File: config.mk
export PLATFORM = sky130hd
export DESIGN_NAME = sram_port_arbiter
export DESIGN_NICKNAME = d
export VERILOG_FILES = /design/src/rtl/sram_arb_pkg.sv /design/src/rtl/rr_arb2.sv /design/src/rtl/sram_port_arbiter.sv
export SDC_FILE = /design/constraint.sdc
export NUM_CORES = 1
export LEC_CHECK = 0
export CAP_MARGIN = 20
export CORE_ASPECT_RATIO = 2
export CORE_MARGIN = 2
export CORE_UTILIZATION = 44
export DETAILED_ROUTE_END_ITERATION = 8
export GPL_ROUTABILITY_DRIVEN = 0
export GPL_TIMING_DRIVEN = 0
export PLACE_DENSITY_LB_ADDON = 0.15
export SYNTH_ARGS = -nofsm -noshare
export SYNTH_HDL_FRONTEND = slang
export SYNTH_HIERARCHICAL = 1
export SYNTH_SLANG_ARGS = --single-unit
File: constraint.sdc
create_clock -name Clock -period 3.4 [get_ports Clock]
set_clock_uncertainty 0.1 [all_clocks]
set_input_delay 0.68 -clock Clock [delete_from_list [all_inputs] [get_ports Clock]]
set_output_delay 0.68 -clock Clock [all_outputs]
set_load 0.05 [all_outputs]
File: src/rtl/sram_arb_pkg.sv
// Shared definitions for the SRAM port arbiter and the SRAM controller:
// FSM encodings, counter width and the controller's default busy-cycle counts.
package sram_arb_pkg;

  localparam int CNT_W = 4;

  localparam logic [1:0] ST_IDLE  = 2'd0;
  localparam logic [1:0] ST_ISSUE = 2'd1;
  localparam logic [1:0] ST_WAIT  = 2'd2;
  localparam logic [1:0] ST_DONE  = 2'd3;

  // The controller is built with the same numbers, so both sides agree on timing.
  localparam int DEF_WR_CYCLES = 4;
  localparam int DEF_RD_CYCLES = 3;

  function automatic logic [CNT_W-1:0] busy_cycles(input logic we, input int wr, input int rd);
    return we ? CNT_W'(wr) : CNT_W'(rd);
  endfunction

endpackage

File: src/rtl/rr_arb2.sv
// Two-requester round-robin grant logic, purely combinational.
// On a tie the port that did not win last time gets the grant.
module rr_arb2 (
  input  logic [1:0] req,
  input  logic       last,
  output logic [1:0] gnt
);

  always_comb begin
    gnt = 2'b00;
    case (req)
      2'b01:   gnt = 2'b01;
      2'b10:   gnt = 2'b10;
      2'b11:   gnt = last ? 2'b01 : 2'b10;
      default: gnt = 2'b00;
    endcase
  end

endmodule

File: src/rtl/sram_port_arbiter.sv
// Two-port round-robin arbiter and sequencer in front of the SRAM controller.
// One trigger per transaction, fixed busy time from a down-counter, one-cycle done.
module sram_port_arbiter
  import sram_arb_pkg::*;
#(
  parameter int DATA_WIDTH = 16,
  parameter int ADDR_WIDTH = 8,
  parameter int WR_CYCLES  = DEF_WR_CYCLES,
  parameter int RD_CYCLES  = DEF_RD_CYCLES
) (
  input  logic                  Clock,
  input  logic                  Reset_n,
  input  logic                  iReq0,
  input  logic                  iReq1,
  input  logic                  iWe0,
  input  logic                  iWe1,
  input  logic [ADDR_WIDTH-1:0] iAddr0,
  input  logic [ADDR_WIDTH-1:0] iAddr1,
  input  logic [DATA_WIDTH-1:0] iData0,
  input  logic [DATA_WIDTH-1:0] iData1,
  output logic                  oGnt0,
  output logic                  oGnt1,
  output logic                  oDone0,
  output logic                  oDone1,
  output logic [DATA_WIDTH-1:0] oRdData,
  output logic                  oTrigger,
  output logic                  oWriteEnable,
  output logic [ADDR_WIDTH-1:0] oAddress,
  output logic [DATA_WIDTH-1:0] oDataOut,
  input  logic [DATA_WIDTH-1:0] iSRAMDataRead
);

  logic [1:0]       rState;
  logic             rOwner;
  logic             rLast;
  logic [CNT_W-1:0] rCnt;
  logic [1:0]       wGnt;
  logic             wSel;

  rr_arb2 u_rr_arb2 (
    .req  ({iReq1, iReq0}),
    .last (rLast),
    .gnt  (wGnt)
  );

  assign wSel = wGnt[1];

  // NOTE: all state below is registered with non-blocking assignments so every
  // branch sees the pre-edge values; the pulse outputs default low each cycle.
  always_ff @(posedge Clock or negedge Reset_n) begin
    if (!Reset_n) begin
      rState       <= ST_IDLE;
      rOwner       <= 1'b0;
      rLast        <= 1'b1;
      rCnt         <= '0;
      oGnt0        <= 1'b0;
      oGnt1        <= 1'b0;
      oDone0       <= 1'b0;
      oDone1       <= 1'b0;
      oRdData      <= '0;
      oTrigger     <= 1'b0;
      oWriteEnable <= 1'b0;
      oAddress     <= '0;
      oDataOut     <= '0;
    end else begin
      oTrigger <= 1'b0;
      oDone0   <= 1'b0;
      oDone1   <= 1'b0;
      case (rState)
        ST_IDLE: begin
          if (wGnt != 2'b00) begin
            rOwner       <= wSel;
            rLast        <= wSel;
            oGnt0        <= wGnt[0];
            oGnt1        <= wGnt[1];
            oWriteEnable <= wSel ? iWe1   : iWe0;
            oAddress     <= wSel ? iAddr1 : iAddr0;
            oDataOut     <= wSel ? iData1 : iData0;
            // Trigger is registered here so it is high during the ISSUE cycle.
            oTrigger     <= 1'b1;
            rState       <= ST_ISSUE;
          end
        end
        ST_ISSUE: begin
          rCnt   <= busy_cycles(oWriteEnable, WR_CYCLES, RD_CYCLES);
          rState <= ST_WAIT;
        end
        ST_WAIT: begin
          rCnt <= rCnt - 1'b1;
          if (rCnt == CNT_W'(1)) begin
            rState <= ST_DONE;
            if (!oWriteEnable) oRdData <= iSRAMDataRead;
            if (rOwner) oDone1 <= 1'b1;
            else        oDone0 <= 1'b1;
          end
        end
        ST_DONE: begin
          oGnt0  <= 1'b0;
          oGnt1  <= 1'b0;
          rState <= ST_IDLE;
        end
        default: rState <= ST_IDLE;
      endcase
    end
  end

endmodule

Word-level counts from Yosys, hierarchy flattened

Index checks and enable logic that the tools add are counted.

Add/subtract/negate cells: 1
Equality and inequality tests: 9
Mux-type cells: 22
Bitwise operators: 1
Reductions and logical operators: 8

Operators by type and width:

| cell                                                                | count |
|---|---|
| 16-bit 2-to-1 mux                                                   | 1 |
| 1-bit 2-to-1 mux                                                    | 11 |
| 2-bit == test (second input constant)                               | 4 |
| 8-bit 2-to-1 mux                                                    | 1 |
| 2-bit case mux with 4 select lines                                  | 1 |
| 4-bit case mux with 2 select lines                                  | 1 |
| 2-bit 2-to-1 mux                                                    | 3 |
| 2-bit case mux with 3 select lines                                  | 1 |
| 2-bit AND reduction                                                 | 3 |
| 2-bit nonzero test                                                  | 3 |
| 2-bit by 1-bit == test with 1-bit output (second input constant)    | 2 |
| 4-bit by 1-bit == test with 1-bit output (second input constant)    | 1 |
| 2-bit != test (second input constant)                               | 2 |
| 1-bit case mux with 2 select lines                                  | 2 |
| 4-bit by 1-bit subtractor with 4-bit output (second input constant) | 1 |
| 3-bit 2-to-1 mux                                                    | 1 |
| 3-bit AND reduction                                                 | 1 |
| 2-bit logical NOT                                                   | 1 |
| 1-bit NOT                                                           | 1 |

Register bits: 54
Output and inout port bits: 46

Depth between registers and ports, before layout

Gate-level depths: netlist of run 1.

Word-level depth: 5
Gate-level depth with buffers: 7
Depth with buffers taken out: 5

Hierarchy

The synthesis of run 1 kept the hierarchy.

Modules (own cells, without submodules):

| module            | times used | cells each | area each (µm²) | sequential area each (µm²) |
|---|---|---|---|---|
| sram_port_arbiter | 1          | 205        | 2488.6          | 1352.5 |
| rr_arb2           | 1          | 3          | 18.8            | 0.0 |

Least setup slack after synthesis of run 1

No wires, ideal clock.

Path kind: input port to flip-flop
Start point: in iReq1
End point: reg oAddress[3]
Library setup time: 0.133 ns
Arrival time: 1.679 ns
Required time: 3.167 ns
Setup slack: 1.488 ns
Stages: 5
Cells stage by stage: a21boi_0 buf_4 buf_4 mux2i_1 o21ai_0

Cells in the longest elaborated chain, start to end: 4

Ends and longest elaborated chain:

| what                                                                      | RTL line                | source |
|---|---|---|
| from (decl)                                                               | sram_port_arbiter.sv:14 | `input logic iReq1,` |
| 2-bit == test or 2-bit by 1-bit == test with 1-bit output (tied branches) | rr_arb2.sv:11           | `case (req)` |
| 2-bit case mux with 3 select lines *                                      | rr_arb2.sv:11           |  |
| 2-bit nonzero test                                                        | sram_port_arbiter.sv:71 | `if (wGnt != 2'b00) begin` |
| 2-bit AND reduction (no source line)                                      | -                       |  |
| to (signal assigned)                                                      | sram_port_arbiter.sv:77 | `oAddress <= wSel ? iAddr1 : iAddr0;` |
| to (decl)                                                                 | sram_port_arbiter.sv:28 | `output logic [ADDR_WIDTH-1:0] oAddress,` |

Every way passes the cells marked *; elsewhere a longest branch is shown, timed or not.
A chain may end at the register's enable or synchronous reset.

Final worst setup path of run 1

Start point: reg oWriteEnable
End point: out oWriteEnable

RTL lines:

| what                   | RTL line                | source |
|---|---|---|
| from (decl)            | sram_port_arbiter.sv:27 | `output logic oWriteEnable,` |
| from (signal assigned) | sram_port_arbiter.sv:76 | `oWriteEnable <= wSel ? iWe1 : iWe0;` |

No word-level cell between the ends.

==> reports/qor.txt, run 1 <==
Post-synthesis cell area - 2510 um^2
# IOs - 116
Cell variety after synth - 32
CP Class - flop to output port
Largest delay share family, worst path - buffers and inverters
Syn Area/Cell - 12.1 um^2
Core area - 5470 um^2
Initial DRC count - 35
Max Slew Vio Count - 0
PortBufs - 115
Synth-to-layout area growth - 55.2%
Hold buffers post-CTS - 0
Commonest non-fill, non-tap cell in the layout - clkdlybuf4s50_1
Sequential element share of the synthesized area - 53.9%
Initial antenna violation count - 0
P per Cell Area - 1010 nW/um^2
Layout cell share with drive strength beyond 1 - 11.7%
Fin util - 71.2%
CP max stage delay - 0.87 ns
Hold_ws - 0.184 ns
DP Wirelength - 4570 um
Critical path required time - 2.62 ns
Die Height - 111 um
All-Layer GR Usage - 19.6%
Max Root-Sink Buffers - 2
Synth Area in Adders - 2.99%
Xor/xnor cell area share of the yosys netlist - 0%
Max IR drop VDD - 0.691 mV
Status - completed
Slowest-stage cell, CP - clkdlybuf4s50_1
Leading cell types in the layout, fill and taps excluded - clkdlybuf4s50_1, dfrtp_1, o21ai_0
Worst-path maximum fanout - 5
Max Cap Viol - 0
Synth warnings - 6
DRC Markers - 0
Synth Area in Simple Gates - 8.63%
Worst-path clk slew - 0.10 ns
Net Count, Synth - 284
Post-synthesis cell count - 208
Number of global-route vias before repair - 2108
Crit-path cells - clkdlybuf4s50_1
CTS resizes - 0
# clock sinks - 54
RSZ-0062 raised after global routing - no
Aggregate global routing overflow - 0
Final setup vio count - 0
Routed WL - 5730 um
Antenna cells - 0
Die Width - 57.4 um
Min cycle time layout - 2.49 ns
Worst Tran Pin Value - 0.526 ns
Routed vias/inst - 5.02
Complex-gate fraction of the synthesized area - 9.58%
Top cells by area, synth - dfrtp_1, mux2i_1, o21ai_0
Min-delay worst type - input pin to async pin
CTS tree - yes
Crit path launch type - flop
FF+latch count, synth - 54
Via count - 1968
Die area - 6360 um^2
Initial core utilization - 45.9%
Largest net degree at the start of global routing - 39
CP Buf/Inv Count - 1
Row Count - 38
Met3 usage - 6.07%
Met2 GRT Util - 35.5%
Post-route clock period utilization - 73.2%
CP endpoint kind - output port
Fin nets - 407
Final hold vios - 0
Largest family of logic cells by synthesized area - multiplexers
Fmax - 0.402 GHz
Slew headroom - 64.8%
First-pass GRT wire length - 9790 um
Crit path DAT - 1.71 ns
Drt pass-1 iters - 4
Ys async rst share - 100%
DRT antenna net count - 0
M1 GR Usage - 20.5%
Area share of the largest cell type after synthesis - 52.9%
Wire length per cell - 14.6 um
H-Tree Level Count - 2
Main flop type after synthesis - dfrtp_1
Most Crowded Layer GR - met2
# Post-CTS Setup Buffers - 0
Clock Latency Late Sink - 0.31 ns
EDFF count, synth - 0
LEAKAGE - 1.73 nW
Area leader, netlist - dfrtp_1
Clock root buffer - clkbuf_8
CTS buffer count - 5
Multiplexer share of the synthesized area - 19.9%
==> per-stage QoR <==
stage / power [W] / area, um^2 / instances / worst slack, ns / setup TNS, ns
after floorplan: 0.00268 / 2510 / 208 / 1.49 / 0
after global placement: 0.00342 / 3730 / 383 / -0.0323 / -1.52
after detailed placement: 0.00346 / 3750 / 384 / 0.750 / 0
after CTS: 0.00399 / 3890 / 392 / 0.903 / 0
after global routing: 0.00417 / 3890 / 392 / 0.847 / 0
final: 0.00395 / 3890 / 392 / 0.912 / 0
==> cells by family (layout without fill, tap and decap cells) <==
family / after synthesis / after routing
AO/OA/AOI/OAI: 42 / 42
flip-flops: 54 / 54
adder cells (fa/ha/maj): 6 / 6
AND/OR/NAND/NOR: 41 / 41
multiplexers: 44 / 44
buffers and inverters: 21 / 145
==> final timing paths <==
check / startpoint / endpoint / slack (ns) / depth (start not counted)
max: oWriteEnable / oWriteEnable / 0.91 / 1
min: Reset_n / oDataOut[12] / 0.18 / 1
max reg2reg: rLast / oAddress[7] / 1.51 / 5
min reg2reg: rOwner / oDone0 / 0.38 / 1
max in group asynchronous: Reset_n / rLast / 2.42 / 2
min in group Clock: rOwner / oDone0 / 0.38 / 1
==> synth_stat cells, drive strengths merged, types with 2 or more instances <==
| cell | instances |
|---|---|
| buf | 8 |
| dfrtp | 53 |
| nor2 | 3 |
| mux2 | 17 |
| clkbuf | 4 |
| a22o | 2 |
| nand2 | 30 |
| o21ai | 33 |
| inv | 9 |
| a21boi | 2 |
| ha | 6 |
| nand3 | 3 |
| mux2i | 27 |
==> power breakdown <==
group	switching, W	total [W]	internal (W)	leakage, nW
registers	0.000177	0.00112	0.000947	0.670
logic	0.00143	0.00230	0.000873	0.987
clock network	0.000209	0.000523	0.000314	0.0714
==> flip-flops by register name, indices dropped and copies added (netlist names), 2 cells and up <==
signal and cells:
oAddress 8, oDataOut 16, oRdData 16, rCnt 4, rState 2
==> per-layer routing <==
| layer | vias to the layer above | share of wire [%] | wire (um) |
|---|---|---|---|
| met5 | - | 0 | 0 |
| met4 | 0 | 1.7 | 100 |
| met3 | 8 | 7.1 | 409 |
| met2 | 78 | 56 | 3220 |
| met1 | 922 | 35 | 2000 |
| li1 | 960 | - | - |
==> area by class of cell <==
| class | instances | area, um^2 |
|---|---|---|
| fill | 406 | 1580 |
| buffer | 12 | 90.1 |
| clock inverter | 2 | 60.1 |
| timing repair buffer | 116 | 1170 |
| multi-input combinational | 133 | 1030 |
| sequential | 54 | 1350 |
| inverter | 9 | 33.8 |
| tap | 60 | 75.1 |
| clock buffer | 6 | 82.6 |
Power figures use the tool's default switching activity.
==> run 2, diff against run 1 <==
CORE_UTILIZATION = 37   (was 44)
clock period = 2.2 ns   (was 3.4 ns; I/O delays follow)
==> reports/qor.txt, run 2 (synthesis results as in run 1) <==
Status - completed
Initial core utilization - 38.2% (-7.7 points)
Hold_ws - 0.373 ns (+0.189 ns)
Critical path required time - 2.26 ns (-0.36 ns)
Fmax - 0.488 GHz
Worst-path clk slew - 0.07 ns (-0.03 ns)
Synth-to-layout area growth - 57.5%
Crit path launch type - input pin
Fin nets - 408 (+0.25%)
Core area - 6570 um^2 (+20%)
Worst Tran Pin Value - 0.547 ns (+0.0207 ns)
DRC Markers - 0 (unchanged)
Aggregate global routing overflow - 0 (unchanged)
Initial antenna violation count - 0 (unchanged)
CP endpoint kind - flop
CTS tree - yes
H-Tree Level Count - 2 (unchanged)
Min-delay worst type - flop to flop
Via count - 1975 (+0.36%)
Final hold vios - 0 (unchanged)
Met3 usage - 4.37% (-1.7 points)
Leading cell types in the layout, fill and taps excluded - clkdlybuf4s50_1, dfrtp_1, o21ai_0
Max IR drop VDD - 0.838 mV (+21%)
First-pass GRT wire length - 10100 um (+3.5%)
Row Count - 42 (+11%)
Layout cell share with drive strength beyond 1 - 11.7% (-0.035 points)
Largest delay share family, worst path - buffers and inverters
Min cycle time layout - 2.05 ns
Antenna cells - 0 (unchanged)
All-Layer GR Usage - 17.3% (-2.3 points)
Largest net degree at the start of global routing - 41 (+5.1%)
Die Width - 62.2 um (+8.4%)
Routed vias/inst - 4.69 (-6.6%)
Routed WL - 5940 um (+3.6%)
Slew headroom - 63.4% (-1.4 points)
Crit-path cells - clkdlybuf4s50_1, a21boi_1, buf_4, buf_4, mux2i_1, o21ai_0
Max Cap Viol - 0 (unchanged)
Met2 GRT Util - 32.7% (-2.8 points)
CP max stage delay - 0.47 ns (-0.40 ns)
Max Slew Vio Count - 0 (unchanged)
Wire length per cell - 14.1 um (-3.6%)
RSZ-0062 raised after global routing - no
M1 GR Usage - 18.1% (-2.4 points)
Commonest non-fill, non-tap cell in the layout - clkdlybuf4s50_1
# clock sinks - 54 (unchanged)
Design Power - 0.00611 W (+55%)
Die Height - 120 um (+8.7%)
Most Crowded Layer GR - met2
Worst-path maximum fanout - 10 (+5)
CTS buffer count - 5 (unchanged)
Clock root buffer - clkbuf_16
DRT antenna net count - 0 (unchanged)
Largest regs - oDataOut (16), oRdData (16), oAddress (8)
Final setup vio count - 0 (unchanged)
Number of global-route vias before repair - 2107 (-0.047%)
Max Root-Sink Buffers - 2 (unchanged)
# IOs - 116 (unchanged)
# Post-CTS Setup Buffers - 0 (unchanged)
LEAKAGE - 1.74 nW (+0.74%)
Post-route clock period utilization - 93.1%
Clock Latency Late Sink - 0.29 ns (-0.02 ns)
Initial DRC count - 28 (-20%)
Crit path DAT - 2.11 ns (+0.40 ns)
P per Cell Area - 1550 nW/um^2 (+53%)
CP Class - input pin to flop
Die area - 7490 um^2 (+18%)
Fill cells - 558 (+37%)
DP Wirelength - 4640 um (+1.7%)
CP Buf/Inv Count - 3 (+2)
Slowest-stage cell, CP - clkdlybuf4s50_1
Drt pass-1 iters - 4 (unchanged)
PortBufs - 115 (unchanged)
Most common cell on crit path - buf_4
==> run 2: cell type report <==
class / instances / area [um^2] / share of cell area (%)
Buffer: 12 / 90.1 / 2.28
Clock inverter: 2 / 17.5 / 0.444
Inverter: 9 / 33.8 / 0.856
Tap cell: 88 / 110 / 2.79
Timing Repair Buffer: 117 / 1170 / 29.8
Clock buffer: 6 / 139 / 3.52
Multi-Input combinational cell: 133 / 1030 / 26.1
Sequential cell: 54 / 1350 / 34.3
==> run 2: power breakdown <==
part | internal, W | switching, W | leakage, nW
clock network | 0.000458 | 0.000367 | 0.0770
logic | 0.00134 | 0.00221 | 0.994
registers | 0.00147 | 0.000274 | 0.670
total | 0.00327 | 0.00285 | 1.74
==> run 2: final timing paths <==
path | endpoint | cells after the start | slack (ns) | from
worst max register to register | oRdData[5] | 7 | 0.31 | rState[0]
worst max-delay path | oAddress[3] | 6 | 0.15 | iReq1
worst min register to register | oDone0 | 1 | 0.37 | rOwner
max in group asynchronous | oDataOut[14] | 3 | 0.97 | Reset_n
min in group asynchronous | oGnt0 | 2 | 0.50 | Reset_n
worst min-delay path | oDone0 | 1 | 0.37 | rOwner
==> run 2: routing by layer <==
metal | vias up | part of all wire, %
met4 | 0 | 1.7
met2 | 76 | 56
met5 | - | 0
met1 | 931 | 36
met3 | 7 | 6.2
li1 | 961 | -
==> run 2: what timing repair did <==
action,4_1_cts,5_1_grt
hold endpoints to repair,13,0
setup endpoints to repair,2,0
hold buffers,1,0
resized for setup,2,0
==> run 2: stage by stage <==
step	util, %	instance area (um^2)	cells	setup TNS, ns	setup slack, ns
2_1_floorplan	-	2510	208	0	0.455
3_3_place_gp	57.4	3770	411	-64.95	-1.15
3_5_place_dp	57.6	3780	412	-4.72	-0.316
4_1_cts	60.1	3950	421	0	0.113
5_1_grt	60.1	3950	421	0	0.0217
6_report	60.1	3950	421	0	0.153
==> run 2: worst register-to-register path: stages (launching register included) <==
cell	delay [ns]
dfrtp_1	0.40
inv_1	0.11
ha_1	0.17
buf_6	0.15
nand4bb_4	0.17
nor2_8	0.20
buf_12	0.18
mux2_4	0.31
